$ cat config.mk
export PLATFORM = sky130hd
export DESIGN_NAME = shift_pipe_tapped
export DESIGN_NICKNAME = d
export VERILOG_FILES = /design/src/rtl/shift_pipe_tapped.sv
export SDC_FILE = /design/constraint.sdc
export NUM_CORES = 1
export LEC_CHECK = 0
export CELL_PAD_IN_SITES_DETAIL_PLACEMENT = 1
export CELL_PAD_IN_SITES_GLOBAL_PLACEMENT = 1
export CORE_UTILIZATION = 35
export DETAILED_ROUTE_END_ITERATION = 7
export MAX_ROUTING_LAYER = met4
export PLACE_DENSITY = 0.83
export SLEW_MARGIN = 0
export SYNTH_ARGS = -nofsm -noshare
export SYNTH_HDL_FRONTEND = slang
export SYNTH_SLANG_ARGS = --single-unit
export TNS_END_PERCENT = 10
$ cat constraint.sdc
create_clock -name clk -period 3.3 [get_ports clk]
set_clock_uncertainty 0.05 [all_clocks]
set_input_delay 0.66 -clock clk [delete_from_list [all_inputs] [get_ports clk]]
set_output_delay 0.66 -clock clk [all_outputs]
set_load 0.005 [all_outputs]
$ cat src/rtl/shift_pipe_tapped.sv
// Tapped shift/rotate register with per-stage valid; din reaches the entry tap one enabled edge later.
// No backpressure: en gates every advance, clr > load > en; occupancy/full/empty decode tap_valid.
module shift_pipe_tapped #(
  parameter int WIDTH = 8,
  parameter int DEPTH = 4,
  parameter int CNT_W = $clog2(DEPTH + 1)
) (
  input  logic                   clk,
  input  logic                   reset,
  input  logic                   en,
  input  logic [1:0]             mode,
  input  logic [WIDTH-1:0]       din,
  input  logic                   din_valid,
  input  logic                   clr,
  input  logic                   load,
  input  logic [WIDTH*DEPTH-1:0] load_data,
  input  logic [DEPTH-1:0]       load_valid,
  output logic [WIDTH*DEPTH-1:0] taps,
  output logic [DEPTH-1:0]       tap_valid,
  output logic [CNT_W-1:0]       occupancy,
  output logic                   full,
  output logic                   empty
);

  localparam logic [1:0] MODE_SHIFT_FWD = 2'b00;
  localparam logic [1:0] MODE_SHIFT_REV = 2'b01;
  localparam logic [1:0] MODE_ROT_FWD   = 2'b10;
  localparam logic [1:0] MODE_ROT_REV   = 2'b11;

  logic [WIDTH-1:0] stage_q [DEPTH];
  logic [WIDTH-1:0] stage_d [DEPTH];
  logic [DEPTH-1:0] valid_q;
  logic [DEPTH-1:0] valid_d;

  // Data and valid always move together; invalid data is carried, not zeroed.
  always_comb begin
    stage_d = stage_q;
    valid_d = valid_q;
    if (clr) begin
      stage_d = '{default: '0};
      valid_d = '0;
    end else if (load) begin
      for (int k = 0; k < DEPTH; k++) begin
        stage_d[k] = load_data[k*WIDTH +: WIDTH];
      end
      valid_d = load_valid;
    end else if (en) begin
      case (mode)
        MODE_SHIFT_FWD: begin
          stage_d[0] = din;
          for (int k = 1; k < DEPTH; k++) stage_d[k] = stage_q[k-1];
          valid_d = {valid_q[DEPTH-2:0], din_valid};
        end
        MODE_SHIFT_REV: begin
          stage_d[DEPTH-1] = din;
          for (int k = 0; k < DEPTH - 1; k++) stage_d[k] = stage_q[k+1];
          valid_d = {din_valid, valid_q[DEPTH-1:1]};
        end
        MODE_ROT_FWD: begin
          stage_d[0] = stage_q[DEPTH-1];
          for (int k = 1; k < DEPTH; k++) stage_d[k] = stage_q[k-1];
          valid_d = {valid_q[DEPTH-2:0], valid_q[DEPTH-1]};
        end
        MODE_ROT_REV: begin
          stage_d[DEPTH-1] = stage_q[0];
          for (int k = 0; k < DEPTH - 1; k++) stage_d[k] = stage_q[k+1];
          valid_d = {valid_q[0], valid_q[DEPTH-1:1]};
        end
        default: begin
          stage_d = stage_q;
          valid_d = valid_q;
        end
      endcase
    end
  end

  always_ff @(posedge clk or posedge reset) begin
    if (reset) begin
      stage_q <= '{default: '0};
      valid_q <= '0;
    end else begin
      stage_q <= stage_d;
      valid_q <= valid_d;
    end
  end

  genvar g;
  for (g = 0; g < DEPTH; g++) begin : g_tap
    assign taps[g*WIDTH +: WIDTH] = stage_q[g];
  end

  assign tap_valid = valid_q;

  always_comb begin
    occupancy = '0;
    for (int k = 0; k < DEPTH; k++) begin
      occupancy = occupancy + CNT_W'(valid_q[k]);
    end
  end

  assign full  = (occupancy == CNT_W'(DEPTH));
  assign empty = (occupancy == '0);

endmodule

==> metrics.json, run 1 <==
{
  "outcome": {"value": "finished clean"},
  "clk_transition_reported_paths": {"value": 80, "unit": "ps"},
  "wl_per_cell": {"value": 18.2, "unit": "um"},
  "cts.root.buffer_cell": {"value": "clkbuf_8"},
  "worst-path-max-fanout": {"value": 3},
  "yosys_most_used_dff": {"value": "dfrtp_1"},
  "antenna_violations_before_repair": {"value": 0},
  "slew_headroom": {"value": 60.5, "unit": "%"},
  "timing.hold.worst.start": {"value": "taps[16]"},
  "crit_required": {"value": 2590, "unit": "ps"},
  "avgSynthCellArea": {"value": 9.57, "unit": "um2"},
  "synth-async-reset-ratio": {"value": 100, "unit": "%"},
  "fin_crit": {"value": 3050, "unit": "ps"},
  "starting_density": {"value": 36.0, "unit": "%"},
  "finish.utilization": {"value": 52.3, "unit": "%"},
  "finalSetupTns": {"value": 0, "unit": "ps"},
  "critical_path.endpoint_type": {"value": "output pin"},
  "detailedRoute.firstPassIterationCount": {"value": 4},
  "diodes": {"value": 0},
  "first_drt_iteration_drcs": {"value": 70},
  "post_synth_inst_count": {"value": 254},
  "power": {"value": 1.31, "unit": "mW"},
  "grt.total_usage": {"value": 23.4, "unit": "%"},
  "clock_power_share": {"value": 33.4, "unit": "%"},
  "post_layout_net_count": {"value": 397},
  "cts.htree.levels": {"value": 2},
  "achievable-frequency": {"value": 328, "unit": "MHz"},
  "number_of_buffers_inserted_during_clock_tree_synthesis": {"value": 5},
  "syn_nets": {"value": 309},
  "io_count": {"value": 93},
  "holdCritPathClass": {"value": "reg2reg"},
  "grt_overflow_total": {"value": 0},
  "detailroute.via_count": {"value": 2353},
  "timing.critical_path.from_type": {"value": "register"},
  "timing.critical_path.slowest_cell_delay": {"value": 530, "unit": "ps"},
  "setup_viol_count_final": {"value": 0},
  "finalWeightedCongestion": {"value": 0.738},
  "internal_power": {"value": 951, "unit": "uW"},
  "maximum_number_of_pins_on_one_net_before_global_route_repair": {"value": 39},
  "ys_types": {"value": 32},
  "net-switching-power": {"value": 355, "unit": "uW"},
  "synth_edf_count": {"value": 0},
  "grt_pass1_wl": {"value": 13.0, "unit": "mm"},
  "cpMaxStageDelayCell": {"value": "fa_1"},
  "seq_power_share": {"value": 39.3, "unit": "%"},
  "timing_worst_slew_pin_value": {"value": 592, "unit": "ps"},
  "final_min_period_over_clock_period": {"value": 92.4, "unit": "%"},
  "fraction_of_final_layout_cells_with_drive_strength_greater_than_1": {"value": 13.1, "unit": "%"},
  "hold_buffers": {"value": 0},
  "route.detailed.vias_per_inst": {"value": 5.56},
  "postRouteWirelength": {"value": 7.72, "unit": "mm"},
  "power.share.switching": {"value": 27.2, "unit": "%"},
  "timing_max_transition_violations_final": {"value": 0},
  "vdd_drop_max": {"value": 0.161, "unit": "mV"},
  "postSynthRegisterBits": {"value": 36},
  "leakage_power_total": {"value": 1.43, "unit": "nW"},
  "warning_count_from_the_yosys_run": {"value": 0},
  "timing.critical_path.to": {"value": "occupancy[1]"},
  "core_region_area": {"value": 6760, "unit": "um2"},
  "path_cells": {"value": "inv_1 > fa_1 > inv_1 > ha_1 > ha_1 > clkdlybuf4s50_1"},
  "rows": {"value": 30},
  "ctsLongestPathBuffers": {"value": 2},
  "reg2reg_setup_slack": {"value": 1970, "unit": "ps"},
  "areaGrowthSynthToFinish": {"value": 45.4, "unit": "%"},
  "die-height": {"value": 85.3, "unit": "um"},
  "layout_common_cells": {"value": "clkdlybuf4s50_1 (89), dfrtp_1 (36), nor2b_1 (35)"},
  "syn_area": {"value": 2430, "unit": "um2"},
  "worstHoldPathCells": {"value": 2},
  "clk_sink_count": {"value": 36},
  "clock_latency": {"value": 290, "unit": "ps"},
  "destination_of_the_worst_register_to_register_timing_path": {"value": "tap_valid[3]"},
  "drt.antenna.violating_nets": {"value": 0},
  "report.final.hold_viol_count": {"value": 0},
  "pwr_density_cell": {"value": 370, "unit": "nW/um2"},
  "first_global_vias": {"value": 2489},
  "mostFrequentLayoutCell": {"value": "clkdlybuf4s50_1"},
  "worst-r2r-cell-count": {"value": 5},
  "die_area": {"value": 7280, "unit": "um2"},
  "grt_setup_unrepaired": {"value": "false"},
  "rr_startpoint": {"value": "tap_valid[0]"},
  "max_cap_viol_count": {"value": 0},
  "worstPathArrival": {"value": 2340, "unit": "ps"},
  "nFillCells": {"value": 789},
  "synth_seq_area_share": {"value": 37.1, "unit": "%"},
  "place.port_buffers": {"value": 92},
  "die_width": {"value": 85.3, "unit": "um"},
  "drcViolationCount": {"value": 0},
  "place.detailed.hpwl": {"value": 5.34, "unit": "mm"},
  "category_of_the_critical_setup_timing_path": {"value": "reg2out"},
  "power.combinational.fraction": {"value": 27.3, "unit": "%"},
  "cts_tree": {"value": "yes"},
  "worst_setup_path_startpoint": {"value": "tap_valid[0]"}
}
synthesized netlist by cell type, types with 2 or more instances:
master	instances	area [um2]
buf_4	2	15.0
nand2_1	21	78.8
mux2i_1	17	170
mux2_2	13	146
ha_1	2	25.0
mux2_4	3	45.0
a2111oi_1	3	30.0
o211ai_1	2	15.0
nor3_1	18	90.1
buf_6	3	33.8
clkbuf_1	5	18.8
dfrtp_1	36	901
a2111oi_2	5	75.1
o21ai_0	31	155
nor2b_1	35	219
a2111oi_0	10	87.6
a211oi_1	16	120
o21ai_1	3	15.0
inv_1	6	22.5
buf_2	11	55.1
worst min path at each step:
stage | end | slack [ps]
2_1_floorplan | taps[20] | 540
3_3_place_gp | taps[20] | 560
3_5_place_dp | taps[20] | 580
4_1_cts | taps[20] | 600
5_1_grt | taps[18] | 640
6_report | taps[16] | 600
routing by layer:
metal	track usage [%]	part of all wire (%)	vias up
li1	-	-	1103
met1	28.1	43	1180
met2	41.5	53	63
met3	3.21	3.2	7
met4	5.76	0.88	0
met5	-	0	-
registers in the layout (all words and copies together) (netlist names):
name,cells
taps,32
tap_valid,4
power by group through the flow:
stage,logic [mW],registers [mW],clock network [mW]
2_1_floorplan,0.169,0.513,0
3_3_place_gp,0.347,0.520,0
3_5_place_dp,0.359,0.521,0
4_1_cts,0.358,0.513,0.441
5_1_grt,0.392,0.518,0.463
6_report,0.357,0.513,0.436
per-stage QoR:
step | hold slack, ps | cells | area, um2 | worst slack [ps]
2_1_floorplan | 542 | 254 | 2430 | 870
3_3_place_gp | 563 | 413 | 3390 | 417
3_5_place_dp | 583 | 413 | 3390 | 311
4_1_cts | 605 | 421 | 3510 | 28.7
5_1_grt | 644 | 423 | 3530 | 150
6_report | 604 | 423 | 3530 | 252
critical path, delay by kind of cell, from the launching register on:
family | cells | cell delay [ps]
DFF | 1 | 370
buffers and inverters | 3 | 650
adders and majority gates | 3 | 1030
area by class of cell:
cell class / count / area (um2) / share of cell area (%)
Inverter: 7 / 26.3 / 0.744
Clock buffer: 7 / 96.3 / 2.73
Sequential cell: 36 / 901 / 25.5
Multi-Input combinational cell: 188 / 1360 / 38.5
Tap cell: 80 / 100 / 2.83
Clock inverter: 1 / 30.0 / 0.850
Timing Repair Buffer: 104 / 1020 / 28.9
timing repair:
item | in CTS | in global routing
endpoints found under the setup margin | 1 | 1
pin swaps | 0 | 0
setup buffers | 0 | 2
gates resized for setup | 1 | 2
logic make-up (layout without fill, tap and decap cells):
logic type | Yosys count | after routing | share of synthesized area [%]
adders and majority gates | 3 | 3 | 1.85
muxes | 34 | 34 | 15.3
and+or+nand+nor | 78 | 78 | 17.0
AOI/OAI and AO/OA | 73 | 73 | 21.6
DFF | 36 | 36 | 37.1
buffers and inverters | 30 | 119 | 7.16
No activity file was read; power rests on OpenSTA's default activity.
==> run 2, diff against run 1 <==
--- a/config.mk
+++ b/config.mk
@@ -7,6 +7,7 @@
 export LEC_CHECK = 0
 export CELL_PAD_IN_SITES_DETAIL_PLACEMENT = 1
 export CELL_PAD_IN_SITES_GLOBAL_PLACEMENT = 1
+export CORE_MARGIN = 5
 export CORE_UTILIZATION = 35
 export DETAILED_ROUTE_END_ITERATION = 7
 export MAX_ROUTING_LAYER = met4
==> run 2 against run 1 <==
  * Register-to-register slack is essentially flat
  * Sequential share of layout area is 0.054 points higher
  * Sequential power about the same
  * Combinational power is 3% higher
  * Sequential cell count unchanged
==> metrics.json, run 2 (same netlist as run 1, synthesis figures left out) <==
{
  "outcome": {"value": "finished clean"},
  "number_of_buffers_inserted_during_clock_tree_synthesis": {"value": 5, "change": "unchanged"},
  "crit_required": {"value": 2590, "unit": "ps", "change": "about the same"},
  "fin_crit": {"value": 3150, "unit": "ps", "change": "+103 ps"},
  "internal_power": {"value": 860, "unit": "uW", "change": "-9.5%"},
  "drt.antenna.violating_nets": {"value": 0, "change": "unchanged"},
  "timing_max_transition_violations_final": {"value": 0, "change": "unchanged"},
  "timing.critical_path.from_type": {"value": "register"},
  "finalWeightedCongestion": {"value": 0.814, "change": "+10%"},
  "slew_headroom": {"value": 56.0, "unit": "%", "change": "-4.5 points"},
  "holdCritPathClass": {"value": "reg2reg"},
  "area.sequential": {"value": 901, "unit": "um2", "change": "unchanged"},
  "clock_power_share": {"value": 27.3, "unit": "%", "change": "-6.1 points"},
  "place.port_buffers": {"value": 92, "change": "unchanged"},
  "pwr_density_cell": {"value": 342, "unit": "nW/um2", "change": "-7.4%"},
  "vdd_drop_max": {"value": 0.170, "unit": "mV", "change": "+5.2%"},
  "finalHoldWorstSlack": {"value": 588, "unit": "ps", "change": "-15.5 ps"},
  "worst-path-max-fanout": {"value": 4, "change": "+1"},
  "grt_overflow_total": {"value": 0, "change": "unchanged"},
  "cts_resized": {"value": 0, "change": "-1"},
  "multi_input_gate_area_in_the_final_layout": {"value": 1380, "unit": "um2", "change": "+1.3%"},
  "core_region_area": {"value": 6790, "unit": "um2", "change": "+0.56%"},
  "setup_viol_count_final": {"value": 0, "change": "unchanged"},
  "place.detailed.hpwl": {"value": 5.69, "unit": "mm", "change": "+6.4%"},
  "leakage_power_total": {"value": 1.38, "unit": "nW", "change": "-3.2%"},
  "net-switching-power": {"value": 347, "unit": "uW", "change": "-2.3%"},
  "hold_buffers": {"value": 0, "change": "unchanged"},
  "grt_setup_unrepaired": {"value": "false"},
  "antenna_violations_before_repair": {"value": 0, "change": "unchanged"},
  "diodes": {"value": 0, "change": "unchanged"},
  "use_met3": {"value": 3.86, "unit": "%", "change": "+0.65 points"},
  "power.share.switching": {"value": 28.7, "unit": "%", "change": "+1.5 points"},
  "category_of_the_critical_setup_timing_path": {"value": "reg2out"},
  "detailroute.via_count": {"value": 2319, "change": "-1.4%"},
  "cts.htree.levels": {"value": 2, "change": "unchanged"},
  "route.detailed.vias_per_inst": {"value": 5.29, "change": "-4.8%"},
  "die_area": {"value": 8710, "unit": "um2", "change": "+20%"},
  "seq_power_share": {"value": 42.4, "unit": "%", "change": "+3.1 points"},
  "clk_transition_reported_paths": {"value": 70, "unit": "ps", "change": "about the same"},
  "mostFrequentLayoutCell": {"value": "clkdlybuf4s50_1"},
  "clock_latency": {"value": 280, "unit": "ps", "change": "about the same"},
  "cts.root.buffer_cell": {"value": "clkbuf_8"},
  "die_width": {"value": 93.3, "unit": "um", "change": "+9.4%"},
  "io_count": {"value": 93, "change": "unchanged"},
  "nFillCells": {"value": 791, "change": "+0.25%"},
  "grt.total_usage": {"value": 19.4, "unit": "%", "change": "-4.0 points"},
  "final_min_period_over_clock_period": {"value": 95.5, "unit": "%", "change": "+3.1 points"},
  "largest_register_ffs": {"value": 32, "change": "unchanged"},
  "rows": {"value": 30, "change": "unchanged"},
  "report.final.hold_viol_count": {"value": 0, "change": "unchanged"},
  "achievable-frequency": {"value": 317, "unit": "MHz", "change": "-3.3%"},
  "detailedRoute.firstPassIterationCount": {"value": 4, "change": "unchanged"},
  "grt_pass1_wl": {"value": 13.1, "unit": "mm", "change": "+0.80%"},
  "areaGrowthSynthToFinish": {"value": 45.1, "unit": "%"},
  "fraction_of_final_layout_cells_with_drive_strength_greater_than_1": {"value": 12.9, "unit": "%", "change": "-0.25 points"},
  "starting_density": {"value": 35.8, "unit": "%", "change": "-0.20 points"},
  "post-cts-setup-buffers": {"value": 0, "change": "unchanged"},
  "wl_per_cell": {"value": 18.0, "unit": "um", "change": "-1.2%"},
  "worstPathArrival": {"value": 2440, "unit": "ps", "change": "+100 ps"},
  "power.combinational.fraction": {"value": 30.3, "unit": "%", "change": "+3.0 points"},
  "post_layout_net_count": {"value": 396, "change": "-0.25%"},
  "ctsLongestPathBuffers": {"value": 2, "change": "unchanged"},
  "postRouteWirelength": {"value": 7.90, "unit": "mm", "change": "+2.3%"},
  "grt_most_used_layer": {"value": "met2"},
  "clk_sink_count": {"value": 36, "change": "unchanged"},
  "first_drt_iteration_drcs": {"value": 62, "change": "-11%"},
  "timing_worst_slew_pin_value": {"value": 660, "unit": "ps", "change": "+68.1 ps"},
  "gr-usage-met2": {"value": 34.4, "unit": "%", "change": "-7.1 points"},
  "drcViolationCount": {"value": 0, "change": "unchanged"},
  "critical_path.endpoint_type": {"value": "output pin"},
  "first_global_vias": {"value": 2581, "change": "+3.7%"},
  "grt.met1_usage": {"value": 23.1, "unit": "%", "change": "-5.0 points"},
  "max_cap_viol_count": {"value": 0, "change": "unchanged"},
  "die-height": {"value": 93.3, "unit": "um", "change": "+9.4%"},
  "cts_tree": {"value": "yes"},
  "maximum_number_of_pins_on_one_net_before_global_route_repair": {"value": 39, "change": "unchanged"},
  "layout_common_cells": {"value": "clkdlybuf4s50_1 (91), dfrtp_1 (36), nor2b_1 (35)"},
  "finalSetupTns": {"value": 0, "unit": "ps", "change": "unchanged"}
}
-- run 2: worst paths after layout --
path,startpoint,endpoint,slack (ps),cells after the start
worst max register to register,taps[6],taps[30],1980,3
worst max-delay path,tap_valid[0],empty,150,7
worst min register to register,taps[28],taps[20],590,2
max in group asynchronous,reset,tap_valid[1],2120,3
min in group asynchronous,reset,taps[30],750,3
worst min-delay path,taps[28],taps[20],590,2
-- run 2: per-stage QoR --
step / util [%] / instance area [um2] / setup slack (ps) / instances / power, mW
3_5_place_dp: 50.2 / 3410 / 355 / 430 / 0.883
4_1_cts: 51.6 / 3500 / 35.0 / 438 / 1.22
2_1_floorplan: - / 2430 / 870 / 254 / 0.683
3_3_place_gp: 50.2 / 3410 / 411 / 430 / 0.871
6_report: 51.9 / 3530 / 149 / 438 / 1.21
5_1_grt: 51.9 / 3530 / 42.4 / 438 / 1.28
-- run 2: cell type report --
class	count	area share, %
Sequential cell	36	25.6
Timing Repair Buffer	103	28.7
Clock buffer	8	2.56
Multi-Input combinational cell	188	39.1
Tap cell	96	3.41
Inverter	7	0.745
-- run 2: layer usage --
metal | vias to the layer above | part of all wire, %
met5 | - | 0
met2 | 62 | 53
met1 | 1147 | 42
met4 | 0 | 0.72
li1 | 1102 | -
met3 | 8 | 4.8
-- run 2: worst max-delay path: stages, from the launching register on --
cell,delay (ps)
dfrtp_1,380
inv_1,90
fa_1,530
inv_1,40
ha_1,190
ha_4,240
nor3_2,170
clkdlybuf4s50_1,520
-- run 2: power by group through the flow --
stage | Clock, mW | Sequential (mW) | Combinational, mW
2_1_floorplan | 0 | 0.513 | 0.169
3_3_place_gp | 0 | 0.519 | 0.352
3_5_place_dp | 0 | 0.520 | 0.363
4_1_cts | 0.340 | 0.511 | 0.365
5_1_grt | 0.362 | 0.519 | 0.400
6_report | 0.329 | 0.512 | 0.366
